File: src/rtl/mux_scan_serializer.sv
// rtl/mux_scan_serializer.sv - sequencer that scans a word through an external 16:1 mux into a serial stream
// One word is held on mux_data while the select walks every channel; returned bits leave on a ready/valid stream.

module mux_scan_serializer #(
   parameter bit MSB_FIRST = 1'b1,
   parameter int WIDTH     = 16,
   parameter int SEL_W     = 4
) (
   input  logic             clk,
   input  logic             rst,
   input  logic [WIDTH-1:0] in_word,
   input  logic             in_valid,
   output logic             in_ready,
   output logic [WIDTH-1:0] mux_data,
   output logic [SEL_W-1:0] mux_sel,
   input  logic             mux_out,
   output logic             ser_bit,
   output logic             ser_valid,
   output logic             ser_last,
   input  logic             ser_ready,
   output logic             busy
);

   typedef enum logic [1:0] {
      IDLE  = 2'd0,
      SCAN  = 2'd1,
      DRAIN = 2'd2
   } state_t;

   localparam logic [SEL_W-1:0] CNT_MAX = SEL_W'(WIDTH - 1);

   state_t           state_q, state_d;
   logic [WIDTH-1:0] word_q, word_d;
   logic [SEL_W-1:0] cnt_q, cnt_d;
   logic             ser_bit_q, ser_bit_d;
   logic             ser_valid_q, ser_valid_d;
   logic             ser_last_q, ser_last_d;
   logic             slot_open;

   // A new bit may be captured only when the output register is empty or being consumed.
   assign slot_open = !ser_valid_q || ser_ready;

   always_comb begin
      state_d     = state_q;
      word_d      = word_q;
      cnt_d       = cnt_q;
      ser_bit_d   = ser_bit_q;
      ser_valid_d = ser_valid_q;
      ser_last_d  = ser_last_q;
      case (state_q)
         IDLE: begin
            if (in_valid) begin
               word_d  = in_word;
               cnt_d   = '0;
               state_d = SCAN;
            end
         end
         SCAN: begin
            if (slot_open) begin
               ser_bit_d   = mux_out;
               ser_valid_d = 1'b1;
               ser_last_d  = (cnt_q == CNT_MAX);
               if (cnt_q == CNT_MAX) begin
                  cnt_d   = '0;
                  state_d = DRAIN;
               end else begin
                  cnt_d = cnt_q + 1'b1;
               end
            end
         end
         DRAIN: begin
            if (ser_ready) begin
               ser_valid_d = 1'b0;
               ser_last_d  = 1'b0;
               state_d     = IDLE;
            end
         end
         default: begin
            state_d     = IDLE;
            ser_valid_d = 1'b0;
            ser_last_d  = 1'b0;
         end
      endcase
   end

   always_ff @(posedge clk or posedge rst) begin
      if (rst) begin
         state_q     <= IDLE;
         word_q      <= '0;
         cnt_q       <= '0;
         ser_bit_q   <= 1'b0;
         ser_valid_q <= 1'b0;
         ser_last_q  <= 1'b0;
      end else begin
         state_q     <= state_d;
         word_q      <= word_d;
         cnt_q       <= cnt_d;
         ser_bit_q   <= ser_bit_d;
         ser_valid_q <= ser_valid_d;
         ser_last_q  <= ser_last_d;
      end
   end

   assign in_ready  = (state_q == IDLE);
   assign busy      = (state_q != IDLE);
   assign mux_data  = word_q;
   assign mux_sel   = MSB_FIRST ? (CNT_MAX - cnt_q) : cnt_q;
   assign ser_bit   = ser_bit_q;
   assign ser_valid = ser_valid_q;
   assign ser_last  = ser_last_q;

endmodule

File: config.mk
export PLATFORM = sky130hd
export DESIGN_NAME = mux_scan_serializer
export DESIGN_NICKNAME = d
export VERILOG_FILES = /design/src/rtl/mux_scan_serializer.sv
export SDC_FILE = /design/constraint.sdc
export NUM_CORES = 1
export LEC_CHECK = 0
export BUFFER_PORTS_ARGS = -buffer_cell sky130_fd_sc_hd__buf_2
export CAP_MARGIN = 20
export CORE_AREA = 3 3 54 56
export CTS_CLUSTER_SIZE = 8
export DETAILED_ROUTE_END_ITERATION = 7
export DIE_AREA = 0 0 57 59
export PLACE_DENSITY = 0.75
export SYNTH_ARGS = -nofsm -noshare
export SYNTH_HDL_FRONTEND = slang
export SYNTH_SLANG_ARGS = --single-unit
File: constraint.sdc
create_clock -name clk -period 2 [get_ports clk]
set_clock_uncertainty 0.1 [all_clocks]
set_input_delay 0.1 -clock clk [delete_from_list [all_inputs] [get_ports clk]]
set_output_delay 0.1 -clock clk [all_outputs]
set_load 0.02 [all_outputs]
==> results.md <==
- The run finished with clean final reports.
- The average wire per cell in the routed design is 14.2 um.
- The design area is 1580 um2.
- The power per cell area is 1300 nW/um2.
- The clock tree from TritonCTS is done.
- Using the TritonRoute via totals, the vias-per-cell ratio works out to 4.76.
- Once placement finished, the instance area stood at 1360 um2.
- The number of nets in the synthesized netlist is 108.
- The path type of the worst min-delay path is in2reg.
- The signed area change from the synthesized netlist to the final layout is 38.8%.
- The global-route wire length before repair is 4260 um.
- The number of buffers on the longest clock path is 2.
- Counting flops and latches in the post-synthesis netlist gives 25.
- The startpoint type of the worst setup path is a register.
- The top achievable clock speed is 631 MHz.
- In the layout the commonest cells are buf_2 (45), dfrtp_1 (25), dlygate4sd3_1 (19).
- The final hold violation count is 0.
- The critical path in this run is classified as reg2reg.
- The static leakage power is 0.783 nW.
- Leaving out fill and tap cells, the most frequent cell in the layout is buf_2.
- Clock-pin slew was measured on the worst setup and hold paths at 0.13 ns.
- Summed over all failing endpoints, the final setup total negative slack is 0 ns.
- The number of global-route vias before repair is 891.
- The count of synthesis-stage warnings from yosys is 0.
- The worst hold path begins at in_valid.
- The total routing resource utilization after global routing is 16.7%.
- The tightest slew margin relative to the limit is 74.0%.
- Buffers placed on the I/O ports in this run total 45.
- The initial antenna violation count is 0.
- After the last flow step, the layout net total stands at 174.
- Setup repair after global routing left no endpoint under its margin.
- The number of sinks handled by clock tree synthesis is 25.
- After detailed routing, the number of remaining DRC violations is 0.
- Buffers inserted during clock tree synthesis total 3.
- The number of antenna cells inserted is 0.
- Of the total synthesized cell area, the portion taken by full adders, half adders and majority gates is 1.10%.
- Setup violations remaining at the end of the flow were counted as 0.
- The number of pins with negative max-slew slack in the final report is 0.
- The number of buffers added for setup after CTS is 0.
- The die covers 3360 um2.
- The total area inside the core boundary comes to 2480 um2.
- The clock insertion delay at the later pin of the skew report is 0.31 ns.
- 46 I/O pins were placed.
- Once the floorplan was initialized, standard cells occupied 45.9% of the core.
- The routability congestion estimate is 0.827.
- For this block, the initial DRC count from the detailed router was 18.
- Once the clock tree was built, the resizer swapped 0 gates to a different size.
- The final antenna-violating net count is 0.
- VDD sags by at most 0.000884 V.
- The worst setup path is captured at a register.
- The xor/xnor share of the synthesized area is 0%.
- The tool flagged a number of max-cap violations equal to 0.
- In this run, post-CTS hold repair placed 19 buffers.
- The tree is rooted in a clkbuf_4.
- The number of different library cells in the post-synthesis netlist is 27.
- Summing over every cut layer, the via total after detailed routing is 861.
- The design draws 2.04 mW.
- The mapped netlist covers 1140 um2.
- Along the worst path, the maximum fanout reaches 16.
- Detailed placement ended at an HPWL of 1670 um.
- The post-synthesis simple-gate area fraction is 8.48%.
- The final cycle utilization of the critical path is 79.2%.
- Synthesis produced a netlist whose cell count is 86.
- The startpoint identified for the worst register-to-register timing path is state_q[0].
- The maximum number of pins on one net before global-route repair is 26.
- The sequential element share of the synthesized area is 55.1%.
- The combinational family with the most area after synthesis is multiplexers.
- The transition time at the pin with the least slew margin is 0.390 ns.
- The routed wire length is 2570 um.
- The number of iterations in the first detailed-routing pass is 3.
- The worst path in the final design needs a cycle of 1.58 ns, including I/O delays and setup.
- The area fraction in compound gates after synthesis is 8.81%.
- The required time at the endpoint of the critical path is 2.11 ns.
- The ratio of cells with drive above 1 in the final layout is 47.0%.
- The floorplan step set the die width to 57 um.
- The depth of the CTS H-tree is 1.
- The arrival time of data at the critical path endpoint is 1.70 ns.
- The start point of the critical path is state_q[0].
- The number of rows created at floorplan is 18.
- Averaged over all synthesized cells, the footprint is 13.2 um2.
- The total grt overflow is 0.
- The post-synthesis mux area share is 20.2%.
- The die is 59 um tall.
==> worst max-delay path, stage by stage (launching register included) <==
cell and delay (ns):
dfrtp_1 0.54, nor2_4 0.15, and2_4 0.32, mux2_2 0.37
==> registers in the layout (all words and copies together), names as in the netlist <==
register	cells
state_q	2
cnt_q	4
ser_valid	1
mux_data	16
ser_last	1
ser_bit	1
==> cells by family (layout without fill, tap and decap cells) <==
| kind of cell | Yosys count | count (layout) |
|---|---|---|
| AO/OA/AOI/OAI | 16 | 16 |
| adder cells (fa/ha/maj) | 1 | 1 |
| buffers and inverters | 10 | 75 |
| flip-flops | 25 | 25 |
| multiplexers | 17 | 17 |
| AND/OR/NAND/NOR | 17 | 17 |
==> metal layers <==
metal	track usage, %	part of all wire [%]	up-vias
li1	-	-	423
met3	3.70	6.8	2
met4	3.97	0.27	0
met5	0	0	-
met2	30.2	51	31
met1	20.4	42	405
==> per-stage QoR <==
stage / hold WS [ns] / utilization, % / cells / worst slack (ns)
2_1_floorplan: 0.0273 / - / 86 / 0.409
3_3_place_gp: 0.0576 / 54.7 / 158 / 0.460
3_5_place_dp: 0.0622 / 54.7 / 158 / 0.420
4_1_cts: 0.0682 / 63.6 / 181 / 0.395
5_1_grt: 0.0739 / 63.6 / 181 / 0.324
6_report: 0.0669 / 63.6 / 181 / 0.415
==> cell usage after synthesis (all sizes together) <==
master	count	area, um2
dfrtp	25	626
mux2	17	229
o21ai	7	35.0
inv	6	22.5
nor2	6	30.0
buf	4	50.1
nand3	4	20.0
a21oi	3	18.8
nand2b	2	12.5
a21boi	1	7.51
a22o	1	8.76
a31o	1	8.76
a31oi	1	6.26
and2	1	8.76
and3	1	6.26
ha	1	12.5
nand2	1	3.75
nand4b	1	8.76
nor2b	1	6.26
o21a	1	7.51
o21bai	1	7.51
==> area by class of cell <==
| class | instances | area (um2) |
|---|---|---|
| Tap cell | 30 | 37.5 |
| Clock inverter | 1 | 7.51 |
| Fill cell | 196 | 901 |
| Timing Repair Buffer | 65 | 423 |
| Sequential cell | 25 | 626 |
| Multi-Input combinational cell | 51 | 438 |
| Inverter | 6 | 22.5 |
| Clock buffer | 3 | 22.5 |
==> where the power goes <==
part	switching [mW]	leakage, nW	internal [mW]
combinational	0.529	0.463	0.446
sequential	0.130	0.306	0.713
clock	0.149	0.0139	0.0762
==> worst paths after layout <==
check / end / slack [ns] / cells past startpoint
min in group asynchronous: mux_data[11] / 0.28 / 4
max: mux_data[14] / 0.42 / 3
max reg2reg: mux_data[14] / 0.42 / 3
max in group asynchronous: mux_data[14] / 1.29 / 4
min: state_q[0] / 0.07 / 3
min reg2reg: mux_data[13] / 0.42 / 1
(Power assumes the default switching activity.)
